===== config.mk =====
export PLATFORM = sky130hd
export DESIGN_NAME = framebuffer_writer_flat
export DESIGN_NICKNAME = d
export VERILOG_FILES = /design/src/rtl/framebuffer_writer_if.sv /design/src/rtl/framebuffer_writer.sv /design/src/flat_wrapper.sv
export SDC_FILE = /design/constraint.sdc
export NUM_CORES = 1
export LEC_CHECK = 0
export ABC_AREA = 0
export CORE_ASPECT_RATIO = 1.4
export CORE_MARGIN = 10
export CORE_UTILIZATION = 45
export CTS_BUF_LIST = sky130_fd_sc_hd__clkbuf_8 sky130_fd_sc_hd__clkbuf_16
export CTS_CLUSTER_SIZE = 10
export DETAILED_ROUTE_END_ITERATION = 7
export PLACE_DENSITY = 0.73
export REMOVE_ABC_BUFFERS = 1
export SETUP_SLACK_MARGIN = 0.4
export SLEW_MARGIN = 15
export SYNTH_ARGS = -nofsm -noshare
export SYNTH_HDL_FRONTEND = slang
export SYNTH_SLANG_ARGS = --single-unit

===== constraint.sdc =====
create_clock -name clk -period 3.65 [get_ports clk]
set_input_delay 0.73 -clock clk [delete_from_list [all_inputs] [get_ports clk]]
set_output_delay 0.73 -clock clk [all_outputs]
set_load 0.005 [all_outputs]

===== src/rtl/framebuffer_writer_if.sv =====
// Line-capture stream in and BRAM write port out of framebuffer_writer.
// The capture side holds master and the writer holds slave.
interface framebuffer_writer_if #(
  parameter int PIXEL_WIDTH = 12,
  parameter int ADDR_WIDTH  = 17
);
  logic                   axiiv;
  logic [PIXEL_WIDTH-1:0] axiid;
  logic [7:0]             line_y;
  logic                   frame_swap;
  logic                   axiov;
  logic [ADDR_WIDTH-1:0]  bram_addr;
  logic [PIXEL_WIDTH-1:0] bram_data_in;

  modport master (
    output axiiv, axiid, line_y, frame_swap,
    input  axiov, bram_addr, bram_data_in
  );

  modport slave (
    input  axiiv, axiid, line_y, frame_swap,
    output axiov, bram_addr, bram_data_in
  );
endinterface


===== src/rtl/framebuffer_writer.sv =====
// Writes one captured pixel line per valid run into a BRAM frame store, with
// ping-pong buffering, horizontal clipping, line rejection and sticky error flags.
module framebuffer_writer #(
  parameter int FRAME_WIDTH  = 256,
  parameter int FRAME_HEIGHT = 256,
  parameter int PIXEL_WIDTH  = 12,
  parameter int NUM_BUFFERS  = 2,
  parameter int ADDR_WIDTH   = 17
) (
  input  logic                 clk,
  input  logic                 rst,
  framebuffer_writer_if.slave  bus,
  output logic                 display_buf,
  output logic [7:0]           lines_written,
  output logic                 err_clip,
  output logic                 err_line
);

  localparam logic [1:0] IDLE  = 2'd0;
  localparam logic [1:0] WRITE = 2'd1;
  localparam logic [1:0] DROP  = 2'd2;

  localparam int XW = $clog2(FRAME_WIDTH + 1);
  localparam logic [ADDR_WIDTH-1:0] BUF_SIZE = ADDR_WIDTH'(FRAME_WIDTH * FRAME_HEIGHT);
  localparam logic [ADDR_WIDTH-1:0] FW_A     = ADDR_WIDTH'(FRAME_WIDTH);

  logic [1:0]            state;
  logic [XW-1:0]         x;
  logic [7:0]            y;
  logic                  wbuf;
  logic                  swap_pending;
  logic                  drop_counts;

  logic                  idle_swap;
  logic                  wbuf_eff;
  logic [7:0]            y_sel;
  logic [XW-1:0]         x_sel;
  logic [ADDR_WIDTH-1:0] addr_next;
  logic                  line_ok;
  logic                  x_in_range;
  logic [7:0]            lw_inc;

  // A swap taking effect in IDLE also redirects a line starting that same cycle.
  always_comb begin
    idle_swap  = (state == IDLE) && (bus.frame_swap || swap_pending);
    wbuf_eff   = ((NUM_BUFFERS > 1) && idle_swap) ? ~wbuf : wbuf;
    y_sel      = (state == IDLE) ? bus.line_y : y;
    x_sel      = (state == IDLE) ? '0 : x;
    addr_next  = (wbuf_eff ? BUF_SIZE : '0)
               + ADDR_WIDTH'(y_sel) * FW_A
               + ADDR_WIDTH'(x_sel);
    line_ok    = 32'(bus.line_y) < FRAME_HEIGHT;
    x_in_range = 32'(x) < FRAME_WIDTH;
    lw_inc     = (lines_written == 8'hFF) ? 8'hFF : lines_written + 8'd1;
  end

  always_ff @(posedge clk) begin
    if (rst) begin
      state            <= IDLE;
      x                <= '0;
      y                <= '0;
      wbuf             <= (NUM_BUFFERS > 1);
      swap_pending     <= 1'b0;
      drop_counts      <= 1'b0;
      display_buf      <= 1'b0;
      lines_written    <= '0;
      err_clip         <= 1'b0;
      err_line         <= 1'b0;
      bus.axiov        <= 1'b0;
      bus.bram_addr    <= '0;
      bus.bram_data_in <= '0;
    end else begin
      bus.axiov <= 1'b0;
      case (state)
        IDLE: begin
          if (idle_swap) begin
            swap_pending  <= 1'b0;
            lines_written <= '0;
            if (NUM_BUFFERS > 1) begin
              display_buf <= wbuf;
              wbuf        <= ~wbuf;
            end
          end
          if (bus.axiiv) begin
            if (line_ok) begin
              y                <= bus.line_y;
              x                <= XW'(1);
              bus.axiov        <= 1'b1;
              bus.bram_addr    <= addr_next;
              bus.bram_data_in <= bus.axiid;
              state            <= WRITE;
            end else begin
              err_line    <= 1'b1;
              drop_counts <= 1'b0;
              state       <= DROP;
            end
          end
        end
        WRITE: begin
          if (bus.frame_swap) swap_pending <= 1'b1;
          if (bus.axiiv) begin
            if (x_in_range) begin
              x                <= x + XW'(1);
              bus.axiov        <= 1'b1;
              bus.bram_addr    <= addr_next;
              bus.bram_data_in <= bus.axiid;
            end else begin
              err_clip    <= 1'b1;
              drop_counts <= 1'b1;
              state       <= DROP;
            end
          end else begin
            lines_written <= lw_inc;
            state         <= IDLE;
          end
        end
        DROP: begin
          if (bus.frame_swap) swap_pending <= 1'b1;
          if (!bus.axiiv) begin
            // Clipped lines still count as written; rejected lines do not.
            if (drop_counts) lines_written <= lw_inc;
            state <= IDLE;
          end
        end
        default: state <= IDLE;
      endcase
    end
  end

endmodule


===== src/flat_wrapper.sv =====
// flat-port wrapper written by rule: the top's interface ports become plain ports
module framebuffer_writer_flat 
#(
  parameter int FRAME_WIDTH  = 256,
  parameter int FRAME_HEIGHT = 256,
  parameter int PIXEL_WIDTH  = 12,
  parameter int NUM_BUFFERS  = 2,
  parameter int ADDR_WIDTH   = 17
)
  (clk, rst, display_buf, lines_written, err_clip, err_line, bus_axiiv, bus_axiid, bus_line_y, bus_frame_swap, bus_axiov, bus_bram_addr, bus_bram_data_in);
  framebuffer_writer_if #(.PIXEL_WIDTH(PIXEL_WIDTH), .ADDR_WIDTH(ADDR_WIDTH)) bus_i ();
  input  logic clk;
  input  logic rst;
  output logic display_buf;
  output logic [7:0] lines_written;
  output logic err_clip;
  output logic err_line;
  input wire logic [$bits(bus_i.axiiv)-1:0] bus_axiiv;
  input wire logic [$bits(bus_i.axiid)-1:0] bus_axiid;
  input wire logic [$bits(bus_i.line_y)-1:0] bus_line_y;
  input wire logic [$bits(bus_i.frame_swap)-1:0] bus_frame_swap;
  output wire logic [$bits(bus_i.axiov)-1:0] bus_axiov;
  output wire logic [$bits(bus_i.bram_addr)-1:0] bus_bram_addr;
  output wire logic [$bits(bus_i.bram_data_in)-1:0] bus_bram_data_in;
  assign bus_i.axiiv = bus_axiiv;
  assign bus_i.axiid = bus_axiid;
  assign bus_i.line_y = bus_line_y;
  assign bus_i.frame_swap = bus_frame_swap;
  assign bus_axiov = bus_i.axiov;
  assign bus_bram_addr = bus_i.bram_addr;
  assign bus_bram_data_in = bus_i.bram_data_in;
  framebuffer_writer #(.FRAME_WIDTH(FRAME_WIDTH), .FRAME_HEIGHT(FRAME_HEIGHT), .PIXEL_WIDTH(PIXEL_WIDTH), .NUM_BUFFERS(NUM_BUFFERS), .ADDR_WIDTH(ADDR_WIDTH)) u_core (.clk(clk), .rst(rst), .bus(bus_i), .display_buf(display_buf), .lines_written(lines_written), .err_clip(err_clip), .err_line(err_line));
endmodule

==> flow_metrics.tcl, run 1 <==
set metrics [dict create \
    status "finished, final reports clean" \
    place_congestion 0.782 \
    clock_latency_ps 340 \
    synth.most_common_cell "nand2_1" \
    core_area_um2 5950 \
    clock_path_buffers 2 \
    final_area_um2 3590 \
    start_util_pct 47.0 \
    cts-buffers-inserted 9 \
    min_delay_path_depth 2 \
    hold_class "register to register" \
    post-cts-setup-buffers 0 \
    drt_iter0_markers 97 \
    htree_levels 3 \
    rsz0062_at_grt "no" \
    setup_violations 0 \
    hold_violations 0 \
    synth_edf_count 0 \
    cts_tree "built" \
    grt_antenna_before_repair 0 \
    cts.sinks 61 \
    dieHeight_um 113 \
    routed_wl_um 6960 \
    rows 33 \
    use_met3_pct 6.39 \
    hold_slack_ps 450 \
    vias 2596 \
    r2r_start "u_core.state[0]" \
    diodes 0 \
    switching_power_uw 383 \
    required_ps 3930 \
    timing.rr.end "u_core.bus.bram_addr[14]" \
    cp-start-kind "register" \
    seq_area_frac_synth_pct 43.7 \
    p_seq_share_pct 49.1 \
    hpwl_um 4960 \
    reg2reg_slack_ps 990 \
    dp.cells 448 \
    slew_headroom_pct 50.5 \
    synth_ff_type "dfxtp_1" \
    p_int_uw 1070 \
    clkPwrFrac_pct 35.6 \
    ys_top_cells_by_count "nand2_1 (63), dfxtp_1 (61), a21oi_1 (41), nand3_1 (16), nor2_1 (15)" \
    path_class "register to register" \
    track_usage_pct 14.2 \
    ant_nets 0 \
    pwr_density_cell_nw_per_um2 406 \
    setup.worst_path.end_class "register" \
    path_max_fanout 12 \
    worst_pin_slew_ps 743 \
    finClkSkew_ps 5.09 \
    syn_inst 332 \
    final_util_pct 60.5 \
    synth_top_area_share_pct 43.7 \
    ioPinCount 65 \
    syn_avg_cell_area_um2 8.42 \
    final_nets 421 \
    met2_usage_pct 23.5 \
    busiest_layer "met2" \
    hold_end "u_core.bus.bram_addr[12]" \
    irDropWorstVdd_mv 0.240 \
    cap_viol_max_count 0 \
    cts_resized 0 \
    grt_pass1_vias 2490 \
    r2r_cells 9 \
    grt_pass1_wl_um 11500 \
    placed_area_um2 3430 \
    synth_top_area_cell "dfxtp_1" \
    drt-wirelength-per-cell_um 15.1 \
    synthToLayoutAreaGrowth_pct 28.6 \
    postCtsHoldBufs 0 \
    clk_pin_slew_ps 60 \
    port_buffers 63 \
    die_area_um2 9810 \
    drc 0 \
    synth_cell_types 47 \
    cts-root-buf "clkbuf_8" \
    met1_usage_pct 15.3 \
    fin_crit_ps 2660 \
    die_w_um 86.6 \
    finalNonFillerCells 462 \
    comb_power_share_pct 15.3 \
    viasPerCell 5.62 \
    syn_area_um2 2800 \
    drive_gt1_share_pct 6.12 \
    dr.pass1.iters 6 \
    ys_async_sr_fraction_pct 0 \
    power_leakage_uw 0.00131 \
    grt_overflow_total 0 \
    ys_seq_elements 61 \
    fin_crit_sh_pct 73.0 \
    fin_setup_tns_ps 0 \
    worstHoldStart "u_core.bus.bram_addr[12]" \
    report.final.slew_viol_count 0 \
    synth_area_leaders "dfxtp_1 (44%), nand2_1 (8.5%), a21oi_1 (7.3%)" \
    arrival_ps 2940 \
    clock.fmax_mhz 375 \
    switching_share_pct 26.3 \
    yosysWarnings 0 \
    grt_max_degree 51 \
]
flip-flops by register name (all words and copies together), names as in the netlist, 2 cells and up:
| signal | cells |
|---|---|
| u_core.state | 2 |
| u_core.bus.bram_addr | 17 |
| u_core.x | 9 |
| u_core.lines_written | 8 |
| u_core.bus.bram_data_in | 12 |
| u_core.y | 8 |
area by class of cell:
cell class / count / area (um2)
timing repair buffer: 67 / 656
fill: 555 / 2350
inverter: 9 / 33.8
clock buffer: 11 / 151
clock inverter: 3 / 13.8
sequential: 61 / 1220
tap: 70 / 87.6
multi-input combinational: 241 / 1430
per-stage QoR:
stage	setup WS (ps)	power, uW
5_1_grt	813	1530
3_5_place_dp	873	955
6_report	986	1460
4_1_cts	977	1470
3_3_place_gp	924	950
2_1_floorplan	1020	838
cells in the final DEF (no fill, tap or decap), types with 2 or more instances in the layout:
master | netlist | layout
xnor2_1 | 2 | 2
inv_1 | 9 | 10
nand2_1 | 63 | 63
a211oi_1 | 7 | 7
a21o_1 | 2 | 2
dfxtp_1 | 61 | 61
and2_1 | 3 | 3
o41ai_1 | 2 | 2
or4_1 | 4 | 4
o2111ai_1 | 2 | 2
nor3_1 | 4 | 4
a21oi_1 | 41 | 41
mux2_2 | 2 | 2
clkdlybuf4s50_1 | 0 | 62
or3_1 | 2 | 2
nand3b_1 | 2 | 2
a22oi_1 | 9 | 9
nand4_1 | 7 | 7
buf_4 | 2 | 4
o21a_1 | 3 | 3
clkbuf_8 | 0 | 11
and3_1 | 4 | 4
o21ai_0 | 11 | 11
clkinv_2 | 0 | 2
mux2i_1 | 7 | 7
xor2_1 | 2 | 2
nand3_1 | 16 | 16
nor2_1 | 15 | 15
ha_1 | 8 | 8
o31ai_1 | 6 | 6
nand4b_1 | 2 | 2
power by group through the flow:
| stage | Sequential, uW | Combinational, uW | Clock [uW] |
|---|---|---|---|
| finish | 716 | 222 | 520 |
| global route | 719 | 249 | 561 |
| CTS | 716 | 225 | 530 |
| detailed placement | 731 | 225 | 0 |
| global placement | 730 | 221 | 0 |
| floorplan | 730 | 108 | 0 |
critical path, cell delays in order (launching register included):
cell      delay [ps]
dfxtp_1          320
inv_1            130
ha_1             480
mux2_2           390
ha_1             210
ha_1             230
nand4b_1         160
a211oi_1         110
or4_1            480
nand3_1           80
how the worst max path moves through the flow:
stage	from	to	slack (ps)	cells past startpoint
floorplan	u_core.state[0]	u_core.bus.bram_addr[14]	1020	9
global placement	bus_line_y[0]	u_core.bus.bram_addr[14]	920	8
detailed placement	bus_line_y[0]	u_core.bus.bram_addr[14]	870	8
CTS	u_core.state[0]	u_core.bus.bram_addr[14]	980	9
global route	u_core.state[0]	u_core.bus.bram_addr[14]	810	9
finish	u_core.state[0]	u_core.bus.bram_addr[14]	990	9
cell families after synthesis:
family | after synthesis | synth area share [%]
XOR/XNOR | 4 | 1.25
other | 1 | 0.134
adder cells (fa/ha/maj) | 8 | 3.58
AND/OR/NAND/NOR | 128 | 21.8
multiplexers | 9 | 3.31
buffers and inverters | 30 | 5.10
flip-flops | 61 | 43.7
AO/OA/AOI/OAI | 91 | 21.1
layer usage:
metal / wire, um / vias to the layer above
met5: 0 / -
met4: 110 / 0
met3: 542 / 11
met2: 3400 / 55
met1: 2910 / 1221
li1: - / 1309
(Power assumes the default switching activity.)
==> run 2: changes to the inputs <==
Clock period 3.65 ns to 2.8 ns, I/O delays scaled along.
==> run 2 against run 1 <==
  * Sequential share of layout area decreased by 0.76 points
  * Highest routed layer unchanged
  * First-iteration DRC count rose by 110%
  * Critical endpoint unchanged
  * Critical path type unchanged
  * Critical path depth unchanged
==> flow_metrics.tcl, run 2 (synthesis gave the netlist of run 1 again) <==
set metrics [dict create \
    final_common_cell "nand2_1" \
    pwr_density_cell_nw_per_um2 546 \
    cap_viol_max_count 0 \
    path_class "register to register" \
    arrival_ps 2560 \
    clock_path_buffers 2 \
    track_usage_pct 14.3 \
    cp-start-kind "register" \
    rows 33 \
    grt_pass1_wl_um 11600 \
    placed_area_um2 3470 \
    htree_levels 3 \
    dieHeight_um 113 \
    required_ps 3080 \
    drive_gt1_share_pct 9.27 \
    cts-root-buf "clkbuf_8" \
    rsz0062_at_grt "no" \
    postCtsHoldBufs 0 \
    synthToLayoutAreaGrowth_pct 31.8 \
    ioPinCount 65 \
    final_cell_mix "nand2_1 (63), clkdlybuf4s50_1 (62), dfxtp_1 (59)" \
    slew_headroom_pct 60.1 \
    grt_max_degree 36 \
    fin_crit_sh_pct 81.3 \
    setup_violations 0 \
    hpwl_um 5100 \
    hold_violations 0 \
    clock_latency_ps 340 \
    status "finished, final reports clean" \
    clk_pin_slew_ps 70 \
    cts_tree "built" \
    post-cts-setup-buffers 0 \
    drt-wirelength-per-cell_um 15.0 \
    cts.sinks 61 \
    viasPerCell 5.49 \
    ant_nets 0 \
    power_leakage_uw 0.00133 \
    final_nets 426 \
    die_w_um 86.6 \
    diodes 0 \
    report.final.slew_viol_count 0 \
    die_area_um2 9810 \
    finClkSkew_ps 12.4 \
    r2r_start "u_core.state[1]" \
    final_util_pct 62.0 \
    cts-buffers-inserted 9 \
    clock.fmax_mhz 439 \
    drt_iter0_markers 200 \
    fillers 570 \
    grt_pass1_vias 2490 \
    grt_antenna_before_repair 0 \
    dr.pass1.iters 4 \
    core_area_um2 5950 \
    routed_wl_um 7050 \
    irDropWorstVdd_mv 0.345 \
    place_congestion 0.801 \
    vias 2574 \
    startpoint "u_core.state[1]" \
    drc 0 \
    path_max_fanout 9 \
    fin_setup_tns_ps 0 \
    top_register "u_core.bus.bram_addr" \
    largest_registers "u_core.bus.bram_addr x17, u_core.bus.bram_data_in x12, u_core.x x9" \
    grt_overflow_total 0 \
    worstHoldStart "u_core.bus.bram_data_in[1]" \
    port_buffers 63 \
    largest_reg_flops 17 \
    hold_class "register to register" \
    start_util_pct 47.0 \
    setup.worst_path.end_class "register" \
    worst_pin_slew_ps 594 \
    fin_crit_ps 2280 \
    final_area_um2 3680 \
]
run 2: timing repair:
item | 4_1_cts | 5_1_grt
hold endpoints to repair | 0 | 0
pin swaps | 0 | 4
gates resized for setup | 1 | 5
setup endpoints to repair | 1 | 4
cloned | 0 | 0
run 2: final timing paths:
path	to	slack, ps	cells after the start
min	u_core.bus.bram_data_in[1]	450	2
max	u_core.bus.bram_addr[14]	520	9
max reg2reg	u_core.bus.bram_addr[14]	520	9
min reg2reg	u_core.bus.bram_data_in[1]	450	2
run 2: per-stage QoR:
step,setup WS (ps),cells,hold WS [ps],total power [uW]
global route,423,469,479,2110
CTS,417,469,455,2030
floorplan,167,311,428,1090
finish,524,469,453,2010
detailed placement,191,453,446,1250
global placement,253,453,438,1250
run 2: power by group:
part	total (uW)	switching, uW	internal (uW)	leakage (uW)
registers	932	23.5	909	0.000498
clock network	775	344	431	0.0000943
logic	305	154	150	0.000741
total	2010	522	1490	0.00133
run 2: layer usage:
metal	vias up	track usage [%]	wire length [um]
met2	61	25.5	3590
met5	-	0	0
li1	1317	-	-
met1	1188	14.7	2800
met3	8	5.46	554
met4	0	5.31	103
run 2: worst max-delay path, cell delays in order (launching register included):
cell and delay [ps]:
dfxtp_2 340, inv_1 120, ha_4 170, buf_4 170
mux2_2 350, ha_1 240, nand4b_1 170, a211oi_1 110
or4_1 480, nand3_1 70
run 2: final cells by class:
class                   instances  area [um2]  area share, %
multi-input cells             241        1450           39.3
flip-flops and latches         61        1220           33.2
repair buffers                 72         693           18.8
clock buffers                  10         138           3.74
well taps                      70        87.6           2.38
clock inverters                 6        62.6           1.70
inverters                       9        33.8          0.917
==> run 3: changes to the inputs <==
Clock period 2.8 ns to 2.1 ns, I/O delays scaled along.
==> run 3 against run 2 <==
  * Combinational power increased by 120%
  * Worst setup slack lost 500 ps
  * Sequential power grew 34%
  * Critical path type unchanged
  * Total power increased by 47%
  * Critical endpoint is now u_core.bus.bram_addr[15]
  * Clock skew increased by 4.5 ps
  * Via count rose by 18%
  * Hold slack better by 12 ps
  * Clock-buffer cell count shrank 1
  * Register-to-register slack worse by 500 ps
  * Largest cell class unchanged
  * Final area increased by 27%
  * Clock power is 33% higher
  * Core utilization rose by 16 points
==> flow_metrics.tcl, run 3 (synthesis gave the netlist of run 1 again) <==
set metrics [dict create \
    status "finished, final reports clean" \
    fin_setup_tns_ps 0 \
    cap_viol_max_count 0 \
    postCtsHoldBufs 0 \
    cts.sinks 61 \
    cp-start-kind "register" \
    die_area_um2 9810 \
    arrival_ps 2310 \
    ant_nets 0 \
    drive_gt1_share_pct 36.4 \
    path_max_fanout 5 \
    grt_pass1_vias 3000 \
    clock_path_buffers 2 \
    viasPerCell 5.87 \
    hpwl_um 5530 \
    htree_levels 3 \
    clk_pin_slew_ps 70 \
    vias 3040 \
    irDropWorstVdd_mv 0.499 \
    cts-buffers-inserted 9 \
    drt-wirelength-per-cell_um 18.4 \
    rsz0062_at_grt "yes" \
    clock.fmax_mhz 482 \
    dr.pass1.iters 5 \
    drt_iter0_markers 227 \
    final_cell_mix "clkdlybuf4s50_1 (61), dfxtp_1 (52), nand2_1 (48)" \
    start_util_pct 47.0 \
    port_buffers 63 \
    track_usage_pct 17.2 \
    top_register "u_core.bus.bram_addr" \
    final_common_cell "clkdlybuf4s50_1" \
    pwr_density_cell_nw_per_um2 636 \
    die_w_um 86.6 \
    drc 0 \
    dieHeight_um 113 \
    hold_slack_ps 465 \
    cts-root-buf "clkbuf_8" \
    cts_tree "built" \
    fin_crit_ps 2080 \
    required_ps 2330 \
    synthToLayoutAreaGrowth_pct 66.9 \
    setup_violations 0 \
    ioPinCount 65 \
    routed_wl_um 9510 \
    grt_overflow_total 0 \
    final_nets 475 \
    hold_violations 0 \
    fin_crit_sh_pct 98.9 \
    grt_pass1_wl_um 14100 \
    grt_max_degree 24 \
    diodes 0 \
    report.final.slew_viol_count 0 \
    finClkSkew_ps 16.9 \
    largest_registers "u_core.bus.bram_addr x17, u_core.bus.bram_data_in x12, u_core.x x9" \
    rows 33 \
    place_congestion 0.806 \
    largest_reg_flops 17 \
    clock_latency_ps 350 \
    grt_antenna_before_repair 0 \
    setup.worst_path.end_class "register" \
    path_class "register to register" \
    core_area_um2 5950 \
    power_leakage_uw 0.00174 \
    hold_class "register to register" \
]
## run 3: stage by stage
step           instance area [um2]  cells  utilization [%]  power (uW)  setup slack, ps
2_1_floorplan                 2690    311                -        1460             -533
3_3_place_gp                  3670    477             61.8        1710             -248
3_5_place_dp                  3670    477             61.8        1720             -285
4_1_cts                       4320    511             72.7        2840              139
5_1_grt                       4660    518             78.5        3070            -38.8
6_report                      4660    518             78.5        2970             23.2
## run 3: final timing paths
kind / start / to / slack [ps] / cells past startpoint
min: u_core.bus.bram_addr[8] / u_core.bus.bram_addr[8] / 470 / 2
max: u_core.state[0] / u_core.bus.bram_addr[15] / 20 / 9
max reg2reg: u_core.state[0] / u_core.bus.bram_addr[15] / 20 / 9
min reg2reg: u_core.bus.bram_addr[8] / u_core.bus.bram_addr[8] / 470 / 2
## run 3: layout make-up
type                    instances  area, um2
clock buffers                   9        124
clock inverters                 7       67.6
fillers                       388       1280
inverters                       9       33.8
multi-input cells             241       1910
flip-flops and latches         61       1240
well taps                      70       87.6
repair buffers                121       1200
## run 3: repair_timing
action | in CTS | in global routing
gates resized for setup | 84 | 66
setup buffers | 17 | 7
pin swaps | 40 | 22
endpoints found under the setup margin | 50 | 53
cloned | 1 | 0
## run 3: power by group
part           leakage [uW]  switching (uW)  internal (uW)  total [uW]
registers          0.000503            41.1           1210        1250
clock network     0.0000964             491            541        1030
logic               0.00115             327            359         686
total               0.00174             859           2110        2970
## run 3: critical path, stage by stage (launching register included)
cell     delay (ps)
dfxtp_2         340
inv_2            50
ha_4            170
buf_6           130
buf_4           120
buf_6           120
or2_4           290
and3_4          210
and3_1          180
a311o_1         340
## run 3: routing by layer
layer	vias to the layer above	part of all wire (%)	track usage [%]
met5	-	0	0
met4	0	3.3	8.88
met3	28	7.1	4.67
met2	121	54	30.7
met1	1473	36	17.8
li1	1418	-	-
